$ cat config.mk
export PLATFORM = sky130hd
export DESIGN_NAME = serial_subtractor
export DESIGN_NICKNAME = d
export VERILOG_FILES = /design/src/rtl/serial_subtractor.sv
export SDC_FILE = /design/constraint.sdc
export NUM_CORES = 1
export LEC_CHECK = 0
export ABC_CLOCK_PERIOD_IN_PS = 4400
export BUFFER_PORTS_ARGS = -buffer_cell sky130_fd_sc_hd__buf_4
export CORE_ASPECT_RATIO = 0.5
export CORE_UTILIZATION = 50
export CTS_CLUSTER_DIAMETER = 120
export DETAILED_ROUTE_END_ITERATION = 8
export PLACE_DENSITY = 0.72
export SLEW_MARGIN = 20
export SYNTH_ARGS = -nofsm -noshare
export SYNTH_HDL_FRONTEND = slang
export SYNTH_SLANG_ARGS = --single-unit
$ cat constraint.sdc
create_clock -name clk -period 4.4 [get_ports clk]
set_clock_uncertainty 0.1 [all_clocks]
set_input_delay 0 -clock clk [delete_from_list [all_inputs] [get_ports clk]]
set_output_delay 0 -clock clk [all_outputs]
set_load 0.01 [all_outputs]
$ cat src/rtl/serial_subtractor.sv
// Bit-serial a - b, LSB first: one full-subtractor cell, a borrow flop and a
// three-state sequencer with a start/done handshake.
module serial_subtractor #(
    parameter int WIDTH = 8
) (
    input  logic             clk,
    input  logic             rst,
    input  logic             start,
    input  logic [WIDTH-1:0] a,
    input  logic [WIDTH-1:0] b,
    output logic             busy,
    output logic             done,
    output logic [WIDTH-1:0] diff,
    output logic             borrow_out
);
    localparam int CW = $clog2(WIDTH);

    typedef enum logic [1:0] {
        IDLE,
        SHIFT,
        DONE
    } state_e;

    state_e           state_q, state_d;
    logic [WIDTH-1:0] sa_q, sb_q, res_q, diff_q;
    logic [CW-1:0]    cnt_q;
    logic             bw_q, borrow_q;

    logic             x, y, d, bwn, last;
    logic [WIDTH-1:0] res_d;

    always_comb begin
        x     = sa_q[0];
        y     = sb_q[0];
        d     = x ^ y ^ bw_q;
        bwn   = (~x & y) | (~(x ^ y) & bw_q);
        last  = (cnt_q == CW'(WIDTH - 1));
        res_d = {d, res_q[WIDTH-1:1]};
    end

    always_comb begin
        state_d = state_q;
        unique case (state_q)
            IDLE:    if (start) state_d = SHIFT;
            SHIFT:   if (last) state_d = DONE;
            DONE:    state_d = IDLE;
            default: state_d = IDLE;
        endcase
    end

    always_ff @(posedge clk or posedge rst) begin
        if (rst) begin
            state_q  <= IDLE;
            sa_q     <= '0;
            sb_q     <= '0;
            res_q    <= '0;
            diff_q   <= '0;
            cnt_q    <= '0;
            bw_q     <= 1'b0;
            borrow_q <= 1'b0;
        end else begin
            state_q <= state_d;
            unique case (state_q)
                IDLE: begin
                    if (start) begin
                        sa_q  <= a;
                        sb_q  <= b;
                        bw_q  <= 1'b0;
                        cnt_q <= '0;
                    end
                end
                SHIFT: begin
                    res_q <= res_d;
                    sa_q  <= sa_q >> 1;
                    sb_q  <= sb_q >> 1;
                    bw_q  <= bwn;
                    cnt_q <= cnt_q + CW'(1);
                    // Result becomes visible only once all bits are in.
                    if (last) begin
                        diff_q   <= res_d;
                        borrow_q <= bwn;
                    end
                end
                default: ;
            endcase
        end
    end

    assign busy       = (state_q == SHIFT);
    assign done       = (state_q == DONE);
    assign diff       = diff_q;
    assign borrow_out = borrow_q;
endmodule
==> qor.csv, run 1 <==
stage,metric,value,unit
routing,wl,3210,um
synthesis,synth_cells,140,
clock_tree,clock_latency,0.28,ns
sta,relSlewSlack,25.3,%
sta,hold_viol,0,
cells_and_area,final_cell_mix,"dfrtp_1 (38), buf_4 (31), inv_1 (18)",
grt,overflow,0,
synthesis,netlist_area,1840,um2
run,maxCapViolations,0,
routing,wl_per_cell,13.8,um
setup_path,worstPathArrival,2.43,ns
setup_path,crit_path_max_fanout,34,
sta,setup_tns,0,ns
grt,grt_pass1_wl,5400,um
pwr,p_total,1.47,mW
clock_tree,htree_levels,2,
grt,grt_pass1_vias,1218,
setup_path,crit_type,register to register,
clock_tree,tritoncts,built,
synthesis,syn_avg_cell_area,13.1,um2
placed_design,gp_congestion,0.730,
cells_and_area,area_delta_synth_final,25.3,%
min_path,min_path_type,primary input to register,
clock_tree,clkSinkCount,38,
sta,min_period,2.36,ns
floorplan,rows,15,
outcome,outcome,completed,
placed_design,dpl.hpwl,1960,um
floorplan,initial_utilization,52.9,%
clock_tree,path_clk_slew,0.07,ns
synthesis,synth_warnings,0,
synthesis,ys_ff_latch,38,
setup_path,cp-end-kind,register,
floorplan,die_w,87.7,um
sta,setup-violations-final,0,
cells_and_area,nNetsFinal,203,
cells_and_area,mostFrequentLayoutCell,dfrtp_1,
grt,grt_max_degree,39,
clock_tree,cts_made_buffers,5,
cells_and_area,post-route-util,66.2,%
placed_design,portBuffers,29,
pwr,p_per_area,640,nW/um2
routing,drt_first_pass_iters,4,
setup_path,start_kind,register,
sta,rsz0062_at_grt,no,
pwr,power.leakage,1.06,nW
routing,viasPerCell,5.13,
sta,drv_slew,0,
synthesis,synthDistinctLibCells,22,
setup_path,reg2regPathDepth,2,
floorplan,io_pins,30,
synthesis,synth_nets,162,
synthesis,seq_area_frac_synth,51.8,%
clock_tree,cts_setup_buffers,0,
sta,fin_crit_sh,53.5,%
routing,drt_iter0_markers,35,
floorplan,core_region_area,3470,um2
clock_tree,root_buffer,clkbuf_8,
grt,antenna_found_initial,0,
floorplan,dieArea,3930,um2
clock_tree,clock_path_buffers,2,
cells_and_area,antennaDiodeCount,0,
sta,worst_pin_slew,1.12,ns
pwr,ir_drop,212,uV
setup_path,worstPathRequired,4.47,ns
floorplan,die_h,44.8,um
routing,ant_nets,0,
sta,max_freq,424,MHz
routing,drc,0,
cells_and_area,drive_gt1_share,33.0,%
grt,track_usage,18.6,%
min_path,min_path_cells,3,
routing,num_vias,1195,
## metrics by stage
step,hold slack [ns],worst slack [ns],instances,instance area (um2)
floorplan,0.0325,2.89,140,1840
global placement,0.0437,2.08,211,2060
detailed placement,0.0514,2.05,211,2060
CTS,0.000618,2.04,233,2300
global route,0.0306,1.88,233,2300
finish,0.00211,2.04,233,2300
## Yosys cell counts (all sizes together)
cell type / n / area (um2)
mux2: 17 / 225
a21oi: 1 / 5.00
nor4b: 14 / 148
dfrtp: 38 / 951
buf: 9 / 60.1
nand3b: 1 / 7.51
o21bai: 1 / 7.51
inv: 18 / 67.6
nor3b: 15 / 113
nor2b: 2 / 20.0
ha: 2 / 25.0
a22o: 5 / 43.8
clkbuf: 2 / 7.51
fa: 1 / 20.0
a211oi: 14 / 135
## power by group
part	internal [mW]	switching, mW	total (mW)
registers	0.518	0.136	0.654
clock network	0.126	0.119	0.245
logic	0.335	0.239	0.574
## metal layers
layer / wire length [um] / track usage (%) / part of all wire [%] / vias up
met1: 1480 / 22.4 / 46 / 592
met5: 0 / 0 / 0 / -
li1: - / - / - / 580
met2: 1600 / 33.9 / 50 / 21
met4: 14 / 4.92 / 0.44 / 0
met3: 110 / 4.94 / 3.4 / 2
## cells by family after synthesis
group	after synthesis	share of synthesized area [%]
adders and majority gates	3	2.45
DFF	38	51.8
AOI/OAI and AO/OA	21	10.4
and+or+nand+nor	32	15.7
buffers and inverters	29	7.36
muxes	17	12.3
## sequential cells by signal, indices dropped and copies added, names as in the netlist
name	count
sa_q	8
state_q	2
cnt_q	3
borrow_out	1
res_q	7
diff	8
bw_q	1
sb_q	8
## worst max-delay path, stage by stage (launching register included)
cell and delay [ns]:
dfrtp_1 0.97, nand3b_1 0.69, mux2_4 0.48
## worst paths after layout
kind / from / end / slack, ns
worst max-delay path: state_q[0]$_DFFE_PP0P_ / diff[1]$_DFFE_PP0P_ / 2.04
worst min-delay path: a[5] / sa_q[5]$_DFFE_PP0P_ / 0.002
worst max register to register: state_q[0]$_DFFE_PP0P_ / diff[1]$_DFFE_PP0P_ / 2.04
worst min register to register: res_q[1]$_DFFE_PP0P_ / res_q[1]$_DFFE_PP0P_ / 0.39
max in group asynchronous: rst / sa_q[4]$_DFFE_PP0P_ / 3.60
min in group asynchronous: rst / state_q[1]$_DFFE_PP0P_ / 0.28
## area by class of cell
type,count,area [um2]
Fill cell,266,1170
Clock buffer,6,82.6
Timing Repair Buffer,45,373
Inverter,18,67.6
Sequential cell,38,951
Multi-Input combinational cell,73,749
Tap cell,51,63.8
Clock inverter,2,12.5
## timing repair
action,CTS,global route
gates resized for setup,0,0
setup endpoints to repair,0,0
hold buffers,14,0
endpoints found under the hold margin,51,0
(Power assumes the default switching activity.)
==> run 2, diff against run 1 <==
--- a/config.mk
+++ b/config.mk
@@ -5,7 +5,7 @@
 export SDC_FILE = /design/constraint.sdc
 export NUM_CORES = 1
 export LEC_CHECK = 0
-export ABC_CLOCK_PERIOD_IN_PS = 4400
+export ABC_CLOCK_PERIOD_IN_PS = 2400
 export BUFFER_PORTS_ARGS = -buffer_cell sky130_fd_sc_hd__buf_4
 export CORE_ASPECT_RATIO = 0.5
 export CORE_UTILIZATION = 50
==> constraint.sdc (replaced) <==
create_clock -name clk -period 2.4 [get_ports clk]
set_clock_uncertainty 0.1 [all_clocks]
set_input_delay 0 -clock clk [delete_from_list [all_inputs] [get_ports clk]]
set_output_delay 0 -clock clk [all_outputs]
set_load 0.01 [all_outputs]
==> qor.csv, run 2 (synthesized netlist as in run 1, its figures left out) <==
stage,metric,value,unit
min_path,min_path_cells,3,
routing,wl,3350,um
routing,ant_nets,0,
setup_path,worstPathArrival,1.94,ns
grt,grt_pass1_vias,1252,
clock_tree,clock_latency,0.28,ns
clock_tree,root_buffer,clkbuf_8,
pwr,ir_drop,443,uV
sta,worst_slack,0.531,ns
sta,setup-violations-final,0,
floorplan,rows,15,
setup_path,cp-end-kind,register,
min_path,min_path_type,primary input to register,
cells_and_area,final_cell_mix,"dfrtp_1 (38), buf_4 (35), inv_1 (18)",
setup_path,start_kind,register,
clock_tree,tritoncts,built,
outcome,outcome,completed,
cells_and_area,mostFrequentLayoutCell,dfrtp_1,
floorplan,core_region_area,3470,um2
floorplan,io_pins,30,
clock_tree,clkSinkCount,38,
pwr,p_per_area,1240,nW/um2
routing,viasPerCell,5.25,
setup_path,reg2reg_to,borrow_out$_DFFE_PP0P_,
routing,num_vias,1250,
cells_and_area,drive_gt1_share,34.2,%
min_path,whs_endpoint,sa_q[5]$_DFFE_PP0P_,
setup_path,crit_path_max_fanout,16,
sta,max_freq,535,MHz
setup_path,reg2regPathDepth,2,
min_path,min_from,a[5],
placed_design,portBuffers,29,
grt,grt_pass1_wl,5660,um
sta,relSlewSlack,57.2,%
routing,wl_per_cell,14.1,um
clock_tree,post_cts_resized,0,
sta,fin_crit_sh,77.9,%
cells_and_area,antennaDiodeCount,0,
clock_tree,cts_setup_buffers,0,
sta,drv_slew,0,
routing,drt_first_pass_iters,4,
clock_tree,clock_path_buffers,2,
routing,drc,0,
clock_tree,hold_buffers,15,
floorplan,dieArea,3930,um2
setup_path,r2r_setup_slack,0.53,ns
cells_and_area,nNetsFinal,208,
floorplan,die_w,87.7,um
sta,worst_pin_slew,0.640,ns
floorplan,initial_utilization,52.9,%
sta,rsz0062_at_grt,no,
setup_path,r2r_start,state_q[1]$_DFFE_PP0P_,
run,maxCapViolations,0,
placed_design,dpl_worst_slack,0.501,ns
pwr,power.leakage,1.11,nW
grt,grt_max_degree,23,
sta,min_period,1.87,ns
sta,hold_viol,0,
clock_tree,htree_levels,2,
floorplan,die_h,44.8,um
clock_tree,cts_made_buffers,5,
sta,hold_slack,0.00584,ns
grt,overflow,0,
clock_tree,path_clk_slew,0.08,ns
setup_path,worstPathRequired,2.47,ns
grt,track_usage,19.5,%
setup_path,crit_type,register to register,
sta,setup_tns,0,ns
placed_design,dpl.hpwl,2120,um
routing,drt_iter0_markers,49,
grt,antenna_found_initial,0,
cells_and_area,area_delta_synth_final,30.1,%
placed_design,gp_congestion,0.735,
[run 2: report_power, final]
| part | switching [mW] | internal [mW] | total [mW] |
|---|---|---|---|
| clock network | 0.226 | 0.443 | 0.669 |
| logic | 0.508 | 0.640 | 1.15 |
| registers | 0.186 | 0.951 | 1.14 |
[run 2: how the worst max path moves through the flow]
stage                           startpoint                endpoint  slack, ns  depth (start not counted)
floorplan             cnt_q[0]$_DFFE_PP0P_  borrow_out$_DFFE_PP0P_       0.89                          5
global placement    state_q[1]$_DFFE_PP0P_     diff[0]$_DFFE_PP0P_       0.56                          2
detailed placement  state_q[1]$_DFFE_PP0P_  borrow_out$_DFFE_PP0P_       0.50                          2
CTS                 state_q[1]$_DFFE_PP0P_  borrow_out$_DFFE_PP0P_       0.49                          2
global route        state_q[1]$_DFFE_PP0P_     diff[3]$_DFFE_PP0P_       0.44                          2
finish              state_q[1]$_DFFE_PP0P_  borrow_out$_DFFE_PP0P_       0.53                          2
[run 2: critical path, cell delays in order, from the launching register on]
cell and delay [ns]:
dfrtp_1 0.57, nand3b_1 0.62, mux2_4 0.47
[run 2: cell type report]
| cell class | instances | area, um2 |
|---|---|---|
| Clock inverter | 2 | 60.1 |
| Multi-Input combinational cell | 73 | 749 |
| Clock buffer | 6 | 82.6 |
| Fill cell | 257 | 1080 |
| Tap cell | 51 | 63.8 |
| Sequential cell | 38 | 951 |
| Timing Repair Buffer | 50 | 413 |
| Inverter | 18 | 67.6 |
[run 2: through the flow]
step | total power [mW] | utilization, % | cell area (um2) | instances
floorplan | 1.96 | - | 1840 | 140
global placement | 2.23 | 60.3 | 2090 | 215
detailed placement | 2.29 | 60.3 | 2090 | 215
CTS | 2.98 | 68.8 | 2390 | 238
global route | 3.17 | 68.8 | 2390 | 238
finish | 2.95 | 68.8 | 2390 | 238
[run 2: routing by layer]
layer	part of all wire (%)	up-vias	GRT usage (%)
met5	0	-	0
met4	0.57	0	5.57
met3	3.1	2	6.03
met2	49	23	33.8
met1	47	630	24.2
li1	-	595	-
